--- config.mk ---
export PLATFORM = sky130hd
export DESIGN_NAME = lmsm_sequencer
export DESIGN_NICKNAME = d
export VERILOG_FILES = /design/src/rtl/lmsm_pkg.sv /design/src/rtl/lmsm_sequencer_lsb_find.sv /design/src/rtl/lmsm_sequencer.sv
export SDC_FILE = /design/constraint.sdc
export NUM_CORES = 1
export LEC_CHECK = 0
export BUFFER_PORTS_ARGS = -buffer_cell sky130_fd_sc_hd__buf_2
export CAP_MARGIN = 20
export CORE_MARGIN = 2
export CORE_UTILIZATION = 24
export DETAILED_ROUTE_END_ITERATION = 7
export PLACE_DENSITY = 0.56
export SYNTH_ARGS = -nofsm -noshare
export SYNTH_HDL_FRONTEND = slang
export SYNTH_HIERARCHICAL = 1
export SYNTH_SLANG_ARGS = --single-unit
--- constraint.sdc ---
create_clock -name clk -period 2.5 [get_ports clk]
set_clock_uncertainty 0.15 [all_clocks]
set_input_delay 0 -clock clk [delete_from_list [all_inputs] [get_ports clk]]
set_output_delay 0 -clock clk [all_outputs]
set_load 0.02 [all_outputs]
--- src/rtl/lmsm_pkg.sv ---
// Shared types and default sizing for the LM/SM register-list sequencer.
package lmsm_pkg;

    localparam int LMSM_MASK_W = 8;
    localparam int LMSM_ADDR_W = 16;

    typedef enum logic [1:0] {
        IDLE = 2'd0,
        XFER = 2'd1,
        DONE = 2'd2
    } state_t;

endpackage

--- src/rtl/lmsm_sequencer_lsb_find.sv ---
// Lowest-set-bit finder: index of the least significant 1 in vec, plus a found flag.
// Latency: combinational.
// Backpressure: none, pure function of its input.
module lsb_find #(
    parameter int MASK_W = 8,
    parameter int IDX_W  = 3
) (
    input  logic [MASK_W-1:0] vec,
    output logic [IDX_W-1:0]  idx,
    output logic              found
);

    // Scanning downwards lets the lowest set bit overwrite any higher one.
    always_comb begin
        idx   = '0;
        found = 1'b0;
        for (int i = MASK_W - 1; i >= 0; i--) begin
            if (vec[i]) begin
                idx   = IDX_W'(i);
                found = 1'b1;
            end
        end
    end

endmodule

--- src/rtl/lmsm_sequencer.sv ---
// LM/SM sequencer: walks the register-list mask in ascending order, one transfer per handshake; LMSM_WRITEBACK_EN adds wb_addr.
// Latency: start to first xfer_valid 1 cycle; last handshake to done 1 cycle; empty mask gives done 1 cycle after start.
// Backpressure: a presented transfer holds until xfer_ready; one transfer per cycle with xfer_ready held high.
module lmsm_sequencer
    import lmsm_pkg::*;
#(
    parameter int MASK_W = LMSM_MASK_W,
    parameter int ADDR_W = LMSM_ADDR_W,
    parameter int IDX_W  = $clog2(MASK_W)
) (
    input  logic              clk,
    input  logic              rst_n,
    input  logic              start,
    input  logic              is_store,
    input  logic [MASK_W-1:0] mask,
    input  logic [ADDR_W-1:0] base_addr,
    input  logic              xfer_ready,
    output logic              xfer_valid,
    output logic              xfer_store,
    output logic [IDX_W-1:0]  reg_idx,
    output logic [ADDR_W-1:0] mem_addr,
    output logic              busy,
    output logic              done
`ifdef LMSM_WRITEBACK_EN
    ,
    output logic [ADDR_W-1:0] wb_addr
`endif
);

    state_t            state;
    logic [MASK_W-1:0] rem_mask;
    logic [MASK_W-1:0] nxt_mask;
    logic [IDX_W-1:0]  nxt_idx;
    logic              nxt_found;

    // Mask as it will stand after this edge; reg_idx is registered from it so
    // the next transfer is ready the cycle after a handshake.
    always_comb begin
        nxt_mask = rem_mask;
        if (state == IDLE && start) begin
            nxt_mask = mask;
        end else if (state == XFER && xfer_ready) begin
            nxt_mask = rem_mask & (rem_mask - MASK_W'(1));
        end
    end

    lsb_find #(
        .MASK_W (MASK_W),
        .IDX_W  (IDX_W)
    ) u_lsb_find (
        .vec   (nxt_mask),
        .idx   (nxt_idx),
        .found (nxt_found)
    );

`ifdef LMSM_WRITEBACK_EN
    logic [ADDR_W-1:0] pop_cnt;

    always_comb begin
        pop_cnt = '0;
        for (int i = 0; i < MASK_W; i++) begin
            pop_cnt = pop_cnt + ADDR_W'(mask[i]);
        end
    end

    // Captured at start; inputs may change freely afterwards.
    always_ff @(posedge clk or negedge rst_n) begin
        if (!rst_n) begin
            wb_addr <= '0;
        end else if (state == IDLE && start) begin
            wb_addr <= base_addr + pop_cnt;
        end
    end
`endif

    always_ff @(posedge clk or negedge rst_n) begin
        if (!rst_n) begin
            state      <= IDLE;
            rem_mask   <= '0;
            xfer_valid <= 1'b0;
            xfer_store <= 1'b0;
            reg_idx    <= '0;
            mem_addr   <= '0;
            busy       <= 1'b0;
            done       <= 1'b0;
        end else begin
            case (state)
                IDLE: begin
                    done <= 1'b0;
                    if (start) begin
                        rem_mask   <= nxt_mask;
                        mem_addr   <= base_addr;
                        xfer_store <= is_store;
                        reg_idx    <= nxt_idx;
                        busy       <= 1'b1;
                        if (nxt_found) begin
                            state      <= XFER;
                            xfer_valid <= 1'b1;
                        end else begin
                            state <= DONE;
                            done  <= 1'b1;
                        end
                    end
                end
                XFER: begin
                    if (xfer_ready) begin
                        rem_mask <= nxt_mask;
                        mem_addr <= mem_addr + ADDR_W'(1);
                        reg_idx  <= nxt_idx;
                        if (!nxt_found) begin
                            state      <= DONE;
                            xfer_valid <= 1'b0;
                            done       <= 1'b1;
                        end
                    end
                end
                DONE: begin
                    state <= IDLE;
                    done  <= 1'b0;
                    busy  <= 1'b0;
                end
                default: begin
                    state      <= IDLE;
                    xfer_valid <= 1'b0;
                    busy       <= 1'b0;
                    done       <= 1'b0;
                end
            endcase
        end
    end

endmodule

==> results of run 1 <==
synthesized netlist by cell type, drive strengths merged, types with 3 or more instances:
cell,count
dfrtp,33
a21oi,15
nand4,8
nand2,45
inv,8
o21ai,24
buf,3
nor2b,3
nand3,12
nor2,9
a22o,3
nor4,7
mux2i,3
o22ai,6
clkbuf,8
a2bb2oi,3
layout by cell type, fill, tap and decap left out, drive strengths merged, types with 3 or more instances in the layout:
master       Yosys  layout
a21oi           15      15
a22o             3       3
a2bb2oi          3       3
buf              3      62
clkbuf           8       6
dfrtp           33      33
dlygate4sd3      0      28
inv              8       8
mux2i            3       3
nand2           45      45
nand3           12      12
nand4            8       8
nor2             9       9
nor2b            3       3
nor4             7       7
o21ai           24      24
o22ai            6       6
flip-flops by register name (all words and copies together) (netlist names):
register and flops:
busy 1, done 1, mem_addr 16, reg_idx 3, rem_mask 8, state 2, xfer_store 1, xfer_valid 1
metrics by stage:
| stage | setup slack (ns) | hold slack, ns | util |
|---|---|---|---|
| 6_report | 0.118 | 0.183 | 0.350 |
| 5_1_grt | -0.0523 | 0.255 | 0.350 |
| 4_1_cts | 0.0678 | 0.203 | 0.348 |
| 3_5_place_dp | -0.00861 | -0.0201 | 0.299 |
| 3_3_place_gp | 0.0843 | -0.0281 | 0.299 |
| 2_1_floorplan | 0.155 | -0.446 | - |
cell families (layout without fill, tap and decap cells):
kind of cell | count (synthesis) | count (layout) | synth area share
buffers and inverters | 19 | 106 | 0.0401
AO/OA/AOI/OAI | 67 | 67 | 0.220
AND/OR/NAND/NOR | 99 | 99 | 0.276
adder cells (fa/ha/maj) | 1 | 1 | 0.00668
multiplexers | 3 | 3 | 0.0160
flip-flops | 33 | 33 | 0.441
power by group through the flow:
stage / Clock, mW / Sequential (mW) / Combinational (mW)
after floorplan: 0 / 1.24 / 1.14
final: 0.393 / 1.07 / 2.01
after detailed placement: 0 / 1.08 / 1.92
after CTS: 0.408 / 1.07 / 1.98
after global routing: 0.431 / 1.12 / 2.26
after global placement: 0 / 1.07 / 1.89
worst max path at each step:
stage | start | cells after the start | slack [ns] | end
6_report | rem_mask[0] | 9 | 0.12 | xfer_valid
5_1_grt | rem_mask[0] | 9 | -0.05 | xfer_valid
4_1_cts | rem_mask[0] | 9 | 0.07 | xfer_valid
3_5_place_dp | rem_mask[0] | 9 | -0.009 | xfer_valid
3_3_place_gp | rem_mask[0] | 8 | 0.08 | xfer_valid
2_1_floorplan | state[1] | 9 | 0.15 | xfer_valid
layout make-up:
cell class | count | area (um^2)
well taps | 102 | 128
clock buffers | 6 | 72.6
multi-input cells | 170 | 995
fillers | 795 | 4970
flip-flops and latches | 33 | 826
inverters | 8 | 30.0
repair buffers | 90 | 618
clock inverters | 2 | 10.0
repair_timing:
item,CTS,global route
endpoints found under the setup margin,1,4
hold buffers,28,0
gates resized for setup,1,5
endpoints found under the hold margin,60,0
buffers inserted,0,1
pin swaps,0,2
layer usage:
metal | vias up | share of wire | global-route usage
met2 | 50 | 0.48 | 0.235
met1 | 931 | 0.47 | 0.179
met3 | 5 | 0.043 | 0.0269
met5 | - | 0 | 0
met4 | 0 | 0.0063 | 0.0261
li1 | 983 | - | -
==> metrics.cfg, run 1 <==
[setup_path]
crit_fanout = 4
cp_data_required_time_ns = 2.51
worst_setup_path_start_kind = flop
worstReg2RegEnd = xfer_valid
crit_path_end_kind = flop
crit_arrival_ns = 2.39
r2r_slack_ns = 0.12
path_class = reg -> reg
path_delay_family = simple AND/OR/NAND/NOR gates
path_cells = nand4bb_1 -> buf_4 -> or3_1 -> o211ai_1 -> nand2_2 -> nor4_4 -> nand2_2 -> o211ai_1 -> o21ai_1
critPathBufInv = 1
cpMaxStageDelayCell = dfrtp_1
rr_worst_depth = 9
r2r-start = rem_mask[0]
cp_slowest_stage_delay_ns = 0.39

[sta]
max_freq_ghz = 0.420
setup_viol = 0
rsz0062_at_grt = yes
drv_slew = 0
tightest_slew_ns = 0.802
finalHoldViolations = 0
fin_setup_tns_ns = 0
min_period_ns = 2.38
slew_headroom = 0.465
layout_worst_path_cycle_share = 0.953

[yosys]
syn_area_per_cell_um2 = 8.44
async_flop_share = 1.00
synth.distinct_cells = 44
synth_nets = 252
syn_inst = 222
ys_seq_elements = 33
synth_top_area_frac = 0.441
synth_area_leader_cell = dfrtp_1
yosys-top-cells-area = dfrtp_1, nand2_1, o21ai_0
yosysSeqAreaShare = 0.441
synth_edf_count = 0
yosysWarnings = 6
synth_ff_type = dfrtp_1
syn_area_um2 = 1870

[hold_path]
min_path_type = in -> async

[clock_tree]
cts_sinks = 33
worstSkewPairLatency_ns = 0.28
root_buffer = clkbuf_8
cts_tree = done
clk_pin_slew_ns = 0.07
cts_buffer_depth = 2
htree_levels = 2
cts_made_buffers = 5

[global_route]
grt_pass1_wl_um = 9360
grt_max_degree = 34
grt_overflow = 0
grt_pass1_vias = 1955
grt_use_total = 0.137
grt_antenna_before_repair = 0

[place]
numPlacedInstances = 374
placement.io_buffers = 51
dp_hpwl_um = 3950
dpl_cell_area_um2 = 2290
place_congestion = 0.840

[route]
via_per_inst = 4.79
wl_um = 5600
first_pass_iters = 4
wl_per_cell_um = 13.6
dr.first_iter.drc_count = 60
route.detailed.drc = 0
antenna_left = 0
vias = 1969

[die]
start_util = 0.245
die_y_um = 92.3
dieArea_um2 = 8530
die_x_um = 92.3
rows = 32
fp.coreArea_um2 = 7650
io_pins = 52

[power_and_ir_drop]
seqPwrFrac = 0.309
combPwrFrac = 0.578
power_switching_share = 0.488
p_int_mw = 1.78
p_sw_mw = 1.70
leakage_nw = 1.22
p_clk_frac = 0.113
powerDensity_nw_per_um2 = 1300
vdd_drop_max_mv = 0.539
p_total_mw = 3.48

[flow_run]
cap_violations = 0

[finish]
antennaDiodeCount = 0
synthToLayoutAreaGrowth_pct = 43.0
final_area_um2 = 2680
drive_gt1_frac = 0.256
nets = 338
finalNonFillerCells = 411

[outcome]
outcome = complete, no violations

(Power assumes the default switching activity.)
==> run 2, diff against run 1 <==
--- a/config.mk
+++ b/config.mk
@@ -7,10 +7,12 @@
 export LEC_CHECK = 0
 export BUFFER_PORTS_ARGS = -buffer_cell sky130_fd_sc_hd__buf_2
 export CAP_MARGIN = 20
+export CELL_PAD_IN_SITES_DETAIL_PLACEMENT = 1
+export CELL_PAD_IN_SITES_GLOBAL_PLACEMENT = 1
 export CORE_MARGIN = 2
 export CORE_UTILIZATION = 24
 export DETAILED_ROUTE_END_ITERATION = 7
-export PLACE_DENSITY = 0.56
+export PLACE_DENSITY = 0.68
 export SYNTH_ARGS = -nofsm -noshare
 export SYNTH_HDL_FRONTEND = slang
 export SYNTH_HIERARCHICAL = 1
==> metrics.cfg, run 2 (same netlist as run 1, synthesis figures left out) <==
[outcome]
outcome = complete, no violations

[clock_tree]
cts_buffer_depth = 2  ; unchanged
cts_sinks = 33  ; unchanged
cts_made_buffers = 5  ; unchanged
post_cts_buffers = 0  ; unchanged
root_buffer = clkbuf_8
htree_levels = 2  ; unchanged
clk_pin_slew_ns = 0.08  ; about the same
cts_tree = done
worstSkewPairLatency_ns = 0.29  ; about the same

[hold_path]
min_path_type = in -> async

[setup_path]
cp_data_required_time_ns = 2.51  ; about the same
r2r-start = rem_mask[4]
crit_fanout = 4  ; unchanged
worst_setup_path_start_kind = flop
r2r_slack_ns = 0.13  ; about the same
worstReg2RegEnd = xfer_valid
crit_path_end_kind = flop
path_class = reg -> reg
rr_worst_depth = 8  ; -1
crit_arrival_ns = 2.38  ; about the same

[power_and_ir_drop]
seqPwrFrac = 0.307  ; -0.002
powerDensity_nw_per_um2 = 1320  ; +1.9%
leakage_nw = 1.23  ; +0.48%
power_switching_share = 0.487  ; -0.000884
vdd_drop_max_mv = 0.389  ; -28%
p_sw_mw = 1.74  ; +2.5%
combPwrFrac = 0.566  ; -0.012
p_int_mw = 1.83  ; +2.8%
p_clk_frac = 0.127  ; +0.014

[global_route]
grt_max_degree = 34  ; unchanged
grt_antenna_before_repair = 0  ; unchanged
grt_overflow = 0  ; unchanged
grt_use_total = 0.146  ; +0.00965
grt_pass1_wl_um = 10000  ; +7.3%
grt_pass1_vias = 2146  ; +9.8%

[finish]
antennaDiodeCount = 0  ; unchanged
largest_reg_flops = 16  ; unchanged
most-common-layout-cells = buf_2, nand2_1, dfrtp_1, dlygate4sd3_1, o21ai_0
regMostFlops = mem_addr
layout_commonest_cell = buf_2
reg_top3 = mem_addr x16, rem_mask x8, reg_idx x3
fill_cells = 898  ; +13%
finalNonFillerCells = 408  ; -0.73%
nets = 335  ; -0.89%
drive_gt1_frac = 0.261  ; +0.00577
synthToLayoutAreaGrowth_pct = 44.2

[route]
met2WireLength_um = 2830  ; +4.9%
wl_per_cell_um = 14.5  ; +6.4%
top_layer_used = met4
dr.first_iter.drc_count = 61  ; +1.7%
via_per_inst = 4.84  ; +0.94%
antenna_left = 0  ; unchanged
route.met3.wl_um = 227  ; -5.0%
first_pass_iters = 4  ; unchanged
wl_um = 5910  ; +5.6%
vias = 1973  ; +0.20%
m1WireLength_um = 2790  ; +6.1%
route.detailed.drc = 0  ; unchanged

[place]
dpl_worst_slack_ns = -0.0820  ; -0.0734 ns
numPlacedInstances = 372  ; -0.53%
dp_hpwl_um = 4220  ; +6.9%
place_congestion = 0.825  ; -1.9%
placement.io_buffers = 51  ; unchanged

[die]
die_x_um = 92.3  ; unchanged
die_y_um = 92.3  ; unchanged
rows = 32  ; unchanged
start_util = 0.245  ; unchanged
fp.coreArea_um2 = 7650  ; unchanged
dieArea_um2 = 8530  ; unchanged
io_pins = 52  ; unchanged

[sta]
min_period_ns = 2.37  ; -0.00854 ns
layout_setup_ws_ns = 0.126  ; +0.00854 ns
layout_worst_path_cycle_share = 0.949  ; -0.00342
drv_slew = 0  ; unchanged
setup_viol = 0  ; unchanged
slew_headroom = 0.467  ; +0.00220
tightest_slew_ns = 0.799  ; -0.00331 ns
finalHoldViolations = 0  ; unchanged
max_freq_ghz = 0.421  ; +0.36%

[flow_run]
cap_violations = 0  ; unchanged

## run 2: worst max-delay path, stage by stage, from the launching register on
cell      delay, ns
dfrtp_1        0.41
nor4_2         0.38
nand2b_4       0.10
o311ai_2       0.25
nand2_1        0.15
nor4_2         0.30
nand2_1        0.16
o211ai_1       0.22
o21ai_0        0.12
## run 2: per-stage QoR
step / TNS, ns / power [mW] / hold slack, ns / instance area [um^2] / utilization
floorplan: 0 / 2.38 / -0.446 / 1870 / -
global placement: 0 / 2.97 / -0.0228 / 2270 / 0.297
detailed placement: -0.0833 / 3.03 / -0.00677 / 2270 / 0.297
CTS: 0 / 3.54 / 0.203 / 2660 / 0.347
global route: -0.0353 / 3.90 / 0.252 / 2700 / 0.353
finish: 0 / 3.57 / 0.180 / 2700 / 0.353
## run 2: how the worst max path moves through the flow
stage	startpoint	end	slack (ns)	cells after the start
final	rem_mask[4]	xfer_valid	0.13	8
after global routing	rem_mask[0]	xfer_valid	-0.04	8
after CTS	rem_mask[0]	xfer_valid	0.007	8
after detailed placement	rem_mask[0]	xfer_valid	-0.08	8
after global placement	rem_mask[0]	xfer_valid	0.04	8
after floorplan	state[1]	xfer_valid	0.15	9
## run 2: power groups by stage
stage,Combinational (mW),Sequential (mW),Clock [mW]
after floorplan,1.14,1.24,0
after global placement,1.88,1.08,0
after detailed placement,1.94,1.09,0
after CTS,1.98,1.08,0.477
after global routing,2.26,1.14,0.497
final,2.02,1.09,0.454
## run 2: final cells by class
class / instances / area (um^2) / share of cell area
Multi-Input combinational cell: 170 / 1020 / 0.378
Sequential cell: 33 / 826 / 0.306
Timing Repair Buffer: 87 / 596 / 0.221
Tap cell: 102 / 128 / 0.0473
Clock buffer: 7 / 96.3 / 0.0357
Inverter: 8 / 30.0 / 0.0111
Clock inverter: 1 / 5.00 / 0.00185
## run 2: what timing repair did
action,4_1_cts,5_1_grt
endpoints found under the setup margin,3,4
hold buffers,28,0
endpoints found under the hold margin,60,0
gates resized for setup,1,8
## run 2: layer usage
metal,vias up,global-route usage
li1,979,-
met1,941,0.190
met2,44,0.244
met3,9,0.0309
met4,0,0.0448
met5,-,0
